`src/rtl/region_bbox_detect.sv`:
```
// region_bbox_detect: per-frame bounding box and foreground count of a binary pixel stream.
// Optional overlay output enabled by defining REGION_BBOX_OVERLAY_EN.
module region_bbox_detect #(
   parameter int IMG_W   = 640,
   parameter int IMG_H   = 480,
   parameter int CNT_W   = 11,
   parameter int MIN_PIX = 16
) (
   input  logic               clk,
   input  logic               rst_n,
   input  logic               pre_img_vsync,
   input  logic               pre_img_hsync,
   input  logic               pre_img_valid,
   input  logic               pre_img_data,
   output logic               bbox_valid,
   output logic               bbox_found,
   output logic [CNT_W-1:0]   bbox_x_min,
   output logic [CNT_W-1:0]   bbox_x_max,
   output logic [CNT_W-1:0]   bbox_y_min,
   output logic [CNT_W-1:0]   bbox_y_max,
   output logic [2*CNT_W-1:0] bbox_pix_cnt,
   output logic               post_img_vsync,
   output logic               post_img_hsync,
   output logic               post_img_valid,
   output logic [7:0]         post_img_data
);
   typedef enum logic [1:0] {IDLE, ACTIVE, LATCH} state_t;
   localparam logic [CNT_W-1:0]   W_LIM   = CNT_W'(IMG_W);
   localparam logic [CNT_W-1:0]   H_LIM   = CNT_W'(IMG_H);
   localparam logic [CNT_W-1:0]   C_MAX   = '1;
   localparam logic [2*CNT_W-1:0] N_MAX   = '1;
   localparam logic [2*CNT_W-1:0] MIN_CNT = (2*CNT_W)'(MIN_PIX);
   state_t state;
   logic vsync_d, hsync_d, line_pix, fg_hit, found;
   logic [CNT_W-1:0] x, y, x_min, x_max, y_min, y_max;
   logic [2*CNT_W-1:0] cnt;
   assign fg_hit = state == ACTIVE && pre_img_valid && pre_img_data && x < W_LIM && y < H_LIM;
   assign found  = cnt >= MIN_CNT;
   // vsync_d resets high so a frame already running at reset release is not mistaken for a new one
   always_ff @(posedge clk or negedge rst_n) begin
      if (!rst_n) begin
         state        <= IDLE;
         vsync_d      <= 1'b1;
         hsync_d      <= 1'b0;
         line_pix     <= 1'b0;
         x            <= '0;
         y            <= '0;
         x_min        <= '1;
         x_max        <= '0;
         y_min        <= '1;
         y_max        <= '0;
         cnt          <= '0;
         bbox_valid   <= 1'b0;
         bbox_found   <= 1'b0;
         bbox_x_min   <= '0;
         bbox_x_max   <= '0;
         bbox_y_min   <= '0;
         bbox_y_max   <= '0;
         bbox_pix_cnt <= '0;
      end else begin
         vsync_d    <= pre_img_vsync;
         hsync_d    <= pre_img_hsync;
         bbox_valid <= state == LATCH;
         case (state)
            IDLE: if (pre_img_vsync && !vsync_d) begin
               state    <= ACTIVE;
               line_pix <= 1'b0;
               x        <= '0;
               y        <= '0;
               x_min    <= '1;
               x_max    <= '0;
               y_min    <= '1;
               y_max    <= '0;
               cnt      <= '0;
            end
            ACTIVE: begin
               if (!pre_img_vsync && vsync_d) state <= LATCH;
               if (hsync_d && !pre_img_hsync) begin
                  x        <= '0;
                  line_pix <= 1'b0;
                  if ((line_pix || pre_img_valid) && y != C_MAX) y <= y + 1'b1;
               end else if (pre_img_valid) begin
                  line_pix <= 1'b1;
                  if (x != C_MAX) x <= x + 1'b1;
               end
               if (fg_hit) begin
                  x_min <= x < x_min ? x : x_min;
                  x_max <= x > x_max ? x : x_max;
                  y_min <= y < y_min ? y : y_min;
                  y_max <= y > y_max ? y : y_max;
                  cnt   <= cnt == N_MAX ? cnt : cnt + 1'b1;
               end
            end
            default: begin
               state        <= IDLE;
               bbox_found   <= found;
               bbox_x_min   <= found ? x_min : '0;
               bbox_x_max   <= found ? x_max : '0;
               bbox_y_min   <= found ? y_min : '0;
               bbox_y_max   <= found ? y_max : '0;
               bbox_pix_cnt <= cnt;
            end
         endcase
      end
   end
`ifdef REGION_BBOX_OVERLAY_EN
   logic in_x, in_y, on_edge;
   assign in_x    = x >= bbox_x_min && x <= bbox_x_max;
   assign in_y    = y >= bbox_y_min && y <= bbox_y_max;
   assign on_edge = bbox_found && ((in_y && (x == bbox_x_min || x == bbox_x_max)) ||
                                   (in_x && (y == bbox_y_min || y == bbox_y_max)));
   always_ff @(posedge clk or negedge rst_n) begin
      if (!rst_n) begin
         post_img_vsync <= 1'b0;
         post_img_hsync <= 1'b0;
         post_img_valid <= 1'b0;
         post_img_data  <= 8'h00;
      end else begin
         post_img_vsync <= pre_img_vsync;
         post_img_hsync <= pre_img_hsync;
         post_img_valid <= pre_img_valid;
         post_img_data  <= !pre_img_valid ? 8'h00 : on_edge ? 8'hFF : {8{pre_img_data}};
      end
   end
`else
   assign post_img_vsync = 1'b0;
   assign post_img_hsync = 1'b0;
   assign post_img_valid = 1'b0;
   assign post_img_data  = 8'h00;
`endif
endmodule

```
`config.mk`:
```
export PLATFORM = sky130hd
export DESIGN_NAME = region_bbox_detect
export DESIGN_NICKNAME = d
export VERILOG_FILES = /design/src/rtl/region_bbox_detect.sv
export SDC_FILE = /design/constraint.sdc
export NUM_CORES = 1
export LEC_CHECK = 0
export ABC_AREA = 0
export CELL_PAD_IN_SITES_DETAIL_PLACEMENT = 0
export CELL_PAD_IN_SITES_GLOBAL_PLACEMENT = 1
export CORE_MARGIN = 2
export CORE_UTILIZATION = 30
export CTS_CLUSTER_SIZE = 12
export DETAILED_ROUTE_END_ITERATION = 12
export HOLD_SLACK_MARGIN = 0.02
export PLACE_DENSITY_LB_ADDON = 0.1
export SLEW_MARGIN = 20
export SYNTH_ARGS = -nofsm -noshare
export SYNTH_HDL_FRONTEND = slang
export SYNTH_SLANG_ARGS = --single-unit
export TNS_END_PERCENT = 1
```
`constraint.sdc`:
```
create_clock -name clk -period 4.1 [get_ports clk]
set_clock_uncertainty 0.1 [all_clocks]
set_input_delay 1.025 -clock clk [delete_from_list [all_inputs] [get_ports clk]]
set_output_delay 1.025 -clock clk [all_outputs]
set_load 0.02 [all_outputs]
```
# ---- After elaboration in Yosys (flattened, before gate mapping)
# Cells that the tools add are included.
dict set report word_totals {
  romBits 0
  input_bits 6
  output_inout_bits 79
  n_memories 0
  latchBits 0
  ram_bits 0
  regBits 161
  elab_cells 105
}
dict set report classes {
  add_sub_neg 3
  n_eq_ne 17
  n_div 0
  order_cmp 7
  bitwise_logic 0
  reduce_logical 24
  shift 0
  multipliers 0
  mux 36
}
# op n
set ops {}
lappend ops {{two-way mux 11 bit} 19}
lappend ops {{one-hot mux 11 bit (2 select lines)} 6}
lappend ops {{two-way mux 22 bit} 3}
lappend ops {{one-hot mux 22 bit (2 select lines)} 1}
lappend ops {{AND reduction 4 bit} 7}
lappend ops {{adder 11 x 1 -> 11 bit (second input constant)} 2}
lappend ops {{adder 22 x 1 -> 22 bit (second input constant)} 1}
lappend ops {{== test 22 bit (second input constant)} 1}
lappend ops {{>= comparator 22 x 5 -> 1 bit (second input constant)} 1}
lappend ops {{greater-than comparator 11 bit} 2}
lappend ops {{< comparator 11 bit} 2}
lappend ops {{!= test 11 bit (second input constant)} 2}
lappend ops {{!= test 2 x 1 -> 1 bit (second input constant)} 7}
lappend ops {{< comparator 11 x 10 -> 1 bit (second input constant)} 1}
lappend ops {{< comparator 11 x 9 -> 1 bit (second input constant)} 1}
lappend ops {{logical AND 1 bit} 8}
lappend ops {{!= test 2 bit (second input constant)} 3}
lappend ops {{two-way mux 2 bit} 2}
lappend ops {{one-hot mux 2 bit (2 select lines)} 1}
lappend ops {{zero test 1 bit} 3}
lappend ops {{two-way mux 1 bit} 3}
lappend ops {{!= test 3 x 1 -> 1 bit (second input constant)} 1}
lappend ops {{!= test 3 x 2 -> 1 bit (second input constant)} 1}
lappend ops {{AND reduction 3 bit} 1}
lappend ops {{8 further kinds} 8}

# ---- Logic depth before layout (Yosys ltp)
dict set report depth {
  depth_word 7
  mapped_depth 10
  depth_no_buf 8
}

# ---- Worst setup path after synthesis
# Ideal clock, no wire load.
dict set report synth_timing {
  path_kind {input to register}
  from {in pre_img_vsync}
  to {reg y[9]}
  setup_time_ns 0.132
  path_buffers 2
  path_slack_ns 1.449
  arrival_time_ns 2.419
  cell_stages 8
  required_time_ns 3.868
  path_cell_list {or4b_1 -> buf_6 -> o21ai_4 -> a31oi_4 -> buf_6 -> nor4b_4 -> xnor2_1 -> nor2_1}
}
dict set report synth_via {
  elab_chain_len 3
}
# item line
set synth_rtl {}
lappend synth_rtl {{start: declaration} 11} ;# input logic pre_img_vsync,
lappend synth_rtl {{logical AND 1 bit} 65} ;# IDLE: if (pre_img_vsync && !vsync_d) begin
lappend synth_rtl {{!= test 2 bit (no source line)} -}
lappend synth_rtl {{AND reduction 4 bit (no source line)} -}
lappend synth_rtl {{end signal: assignment} 81} ;# if ((line_pix || pre_img_valid) && y != C_MAX) y <= y + 1'b1;
lappend synth_rtl {{end: declaration} 35} ;# logic [CNT_W-1:0] x, y, x_min, x_max, y_min, y_max;
# Every way passes these cells.
# A chain may end at the register's enable or synchronous reset.

# ---- Worst setup path after layout
dict set report layout_timing {
  from {reg state[1]}
  to {reg x[8]}
}
dict set report layout_via {
  elab_chain_len 3
  word_cells_on_any_way 8
  classes_between {eq/ne (4); mux (1); reduce/logical (3)}
}
# item line
set layout_rtl {}
lappend layout_rtl {{start: declaration} 33} ;# state_t state;
lappend layout_rtl {{start signal: assignment} 42} ;# state <= IDLE;
lappend layout_rtl {{start signal: assignment} 66} ;# state <= ACTIVE;
lappend layout_rtl {{start signal: assignment} 77} ;# if (!pre_img_vsync && vsync_d) state <= LATCH;
lappend layout_rtl {{== test 2 x 1 -> 1 bit or zero test 2 bit (tied branches)} 64} ;# case (state)
lappend layout_rtl {{!= test 3 x 1 -> 1 bit (no source line), or another cell as far along} -}
lappend layout_rtl {{AND reduction 4 bit (no source line)} -}
lappend layout_rtl {{end signal: assignment} 84} ;# if (x != C_MAX) x <= x + 1'b1;
lappend layout_rtl {{end: declaration} 35}
# Parallel ways exist; a longest one is shown, timed or not.

==> results.md <==
* Nets at 834
* Area grow syn2layout at 21.86%
* CTS root buffer: clkbuf_16
* R2R setup slack at 940 ps
* P_leak at between 4 and 5 nW
* Outcome: finished clean
* Pwr dens at 419.7 nW/µm²
* Hold Path End: line_pix$_DFFE_PN0P_
* Non-filler cells, final at 1130
* Vias/cell at 4.906
* Vias at 5544
* VDD IR max at 237.5 µV
* Post-CTS sizing at 0
* Die X at 165.7 µm
* Setup_tns at 0 ps
* Worst Hold Slack at 399.3 ps
* Port Buffer Count at 73
* Final Setup Violations at 0
* Top_reg_cell synth: dfrtp_1
* CP Capture Type: flip-flop
* Crit start category: flip-flop
* DR DRC count at 0
* First-pass GRT wire length at approximately 32000 µm
* Top post-synthesis cells by count: 138 x dfrtp_1, 61 x a22o_1, 54 x inv_1
* Busiest grt layer: met2
* Die height at 165.7 µm
* Data required time of the critical path at between 4000 and 5000 ps
* Post-synth EDFFs at 0
* Reg2reg start: state[1]$_DFFE_PN0P_
* Pre-Repair DR Iteration Count at 4
* Placed Instance Area at 8922 µm²
* Least-Margin Pin Slew at 1046 ps
* CTS Hold Bufs at 0
* GR Util All Layers at 14.39%
* Netlist Area Pre-Place at 7846 µm²
* Clock Latency Late Sink at around 420 ps
* Wire length per cell at 17.04 µm
* Antenna violations before repair at 0
* RSZ-0062 raised after global routing: false
* Clock transition at the registers of the reported paths at 60 ps
* Final Hold Vio Count at 0
* Bufs on Longest Clock Path at 2
* Initial Utilization at 30.37%
* RePlAce Congestion at 0.7910
* Most common cell in the netlist: dfrtp_1
* DP Wirelength at 13290 µm
* Routed Wire Length at around 19000 µm
* Met1 Use GR at 20.74%
* GRT overflow at 0
* Final Instance Area at approximately 9600 µm²
* Post-DRT Antenna Nets at 0
* Largest net degree at the start of global routing at 80
* Core area at 25840 µm²
* Antenna diode instance count at 0
* Min-delay src: line_pix$_DFFE_PN0P_
* Capturing point of the worst reg2reg path: x[8]$_DFFE_PN0P_
* Row count at 59
* Ys Warns at 0
* Sequential element share of the synthesized area at 51.71%
* Share of layout cells above drive strength 1 at 12.58%
* Top Ports at 85
* Placed cells at 1098
* CTS Sinks at 161
* Min Tclk post-route at 3160 ps
* Async set-reset flop share out of synthesis at 100.0%
* Hold Crit Depth at 2
* Worst Hold Class: flip-flop to flip-flop
* Mapped Avg Cell Area at 11.07 µm²
* Cell types occupying the most area after synthesis: dfrtp_1 44%, dfstp_2 7.7%, ha_1 7.3%
* Vias in the first global route at ~5700
* Netlist cell types at 57
* Final slew viol count at 0
* Peak Freq at 316.5 MHz
* CTS Buf Count at 17
* Synthesized flop and latch total at 161
* First-iteration detailed-routing DRC count at between 200 and 250
* Critical path class: flip-flop to flip-flop
* Biggest area consumer among synthesized cells: dfrtp_1
* FF-to-FF path depth at 7
* Max H-tree Level at 4
* Die area at 27460 µm²
* Fillers at ~2600
* Yosys top cell area share at between 40% and 50%
* Final worst-path cycle share at roughly 77%
* CTS tree: built
* M2 GR Usage at approximately 22%
* Max_cap viols at 0
* Met3 Use GR at 2.581%
* Worst-path fanout max at 48
* Rel. slew slack at between 30% and 40%
* Cells after Synth at just over 700
* Setup bufs post-CTS at 0
* Arr. time, crit path at between 3000 and 4000 ps
## routing by layer
layer | part of all wire (%) | routed length (µm)
met5 | 0 | 0
met4 | 1.2 | 224
met3 | 2.9 | 563
met2 | 44 | 8568
met1 | 51 | 9899
## through the flow
stage	worst slack [ps]	utilization [%]	total power, mW
floorplan	1449	-	2.144
global placement	530.7	34.53	2.310
detailed placement	564.8	34.53	2.322
CTS	870.8	37.01	4.077
global route	597.0	37.01	4.222
finish	940.4	37.01	4.013
## placed cells by master, fill, tap and decap left out, types with 3 or more instances in the layout
| master | instances |
|---|---|
| dfrtp_1 | 138 |
| clkdlybuf4s50_1 | 72 |
| a22o_1 | 61 |
| inv_1 | 54 |
| ha_1 | 46 |
| o21ai_0 | 36 |
| a21oi_1 | 36 |
| nand2_1 | 35 |
| nor2_1 | 31 |
| dfstp_2 | 23 |
| nand4_1 | 22 |
| mux2_2 | 22 |
| nand3_1 | 21 |
| o22a_1 | 19 |
| clkbuf_16 | 17 |
| and3_1 | 12 |
| or3_1 | 11 |
| xor2_1 | 11 |
| conb_1 | 11 |
| buf_4 | 11 |
| xnor2_1 | 7 |
| and2_1 | 7 |
| nand2b_1 | 6 |
| nor3_1 | 5 |
| nor4_1 | 5 |
| bufinv_16 | 4 |
| clkinv_4 | 4 |
| nor2b_1 | 3 |
| or4_1 | 3 |
| a31oi_1 | 3 |
| a21o_1 | 3 |
| o21a_1 | 3 |
| a211oi_1 | 3 |
| o211a_1 | 3 |
| o21ai_1 | 3 |
| and4_1 | 3 |
| clkinvlp_4 | 3 |
## flip-flops by register name, summed over array words and instances (netlist names)
name,flops
state,2
bbox_found,1
bbox_y_max,11
y_max,11
bbox_x_min,11
x_max,11
cnt,22
line_pix,1
bbox_y_min,11
bbox_pix_cnt,22
bbox_x_max,11
x,11
y,11
hsync_d,1
bbox_valid,1
vsync_d,1
x_min,11
y_min,11
## cells by family (layout without fill, tap and decap cells)
group           Yosys count  after routing  synth area share, %
fa+ha+maj                46             46                7.335
mux                      24             24                3.413
flops                   161            161                51.71
compound gates          188            188                17.65
other cells               1             11              0.04779
buf+inv                  95            171                5.565
xor+xnor                 18             18                2.009
simple gates            176            176                12.26
## area by class of cell
cell class	count	area, µm²	share of cell area, %
Sequential cell	161	4058	42.44
Inverter	54	202.7	2.120
Clock inverter	12	182.7	1.910
Multi-Input combinational cell	463	3408	35.65
Timing Repair Buffer	85	834.6	8.728
Clock buffer	20	456.7	4.776
Tap cell	335	419.2	4.384
## critical path: stages, from the launching register on
cell and delay, ps:
dfrtp_1 760, inv_1 230, buf_4 510, o21ai_1 420, a211oi_1 590, a21oi_1 130
o21ai_0 180, o21ai_0 100
## how the worst max path moves through the flow
stage                          from              endpoint  slack [ps]
3_5_place_dp          pre_img_valid  y_max[8]$_DFFE_PN0P_         560
6_report       state[1]$_DFFE_PN0P_      x[8]$_DFFE_PN0P_         940
3_3_place_gp          pre_img_valid  x_max[9]$_DFFE_PN0P_         530
5_1_grt        state[1]$_DFFE_PN0P_      x[8]$_DFFE_PN0P_         600
4_1_cts        state[1]$_DFFE_PN0P_   cnt[20]$_DFFE_PN0P_         870
2_1_floorplan         pre_img_vsync      y[9]$_DFFE_PN0P_        1450
## power by group
part	internal (mW)	switching (mW)	leakage [nW]
registers	1.72	0.102	2.16
clock network	1.06	0.672	0.302
logic	0.183	0.283	1.94
Power figures use the tool's default switching activity.
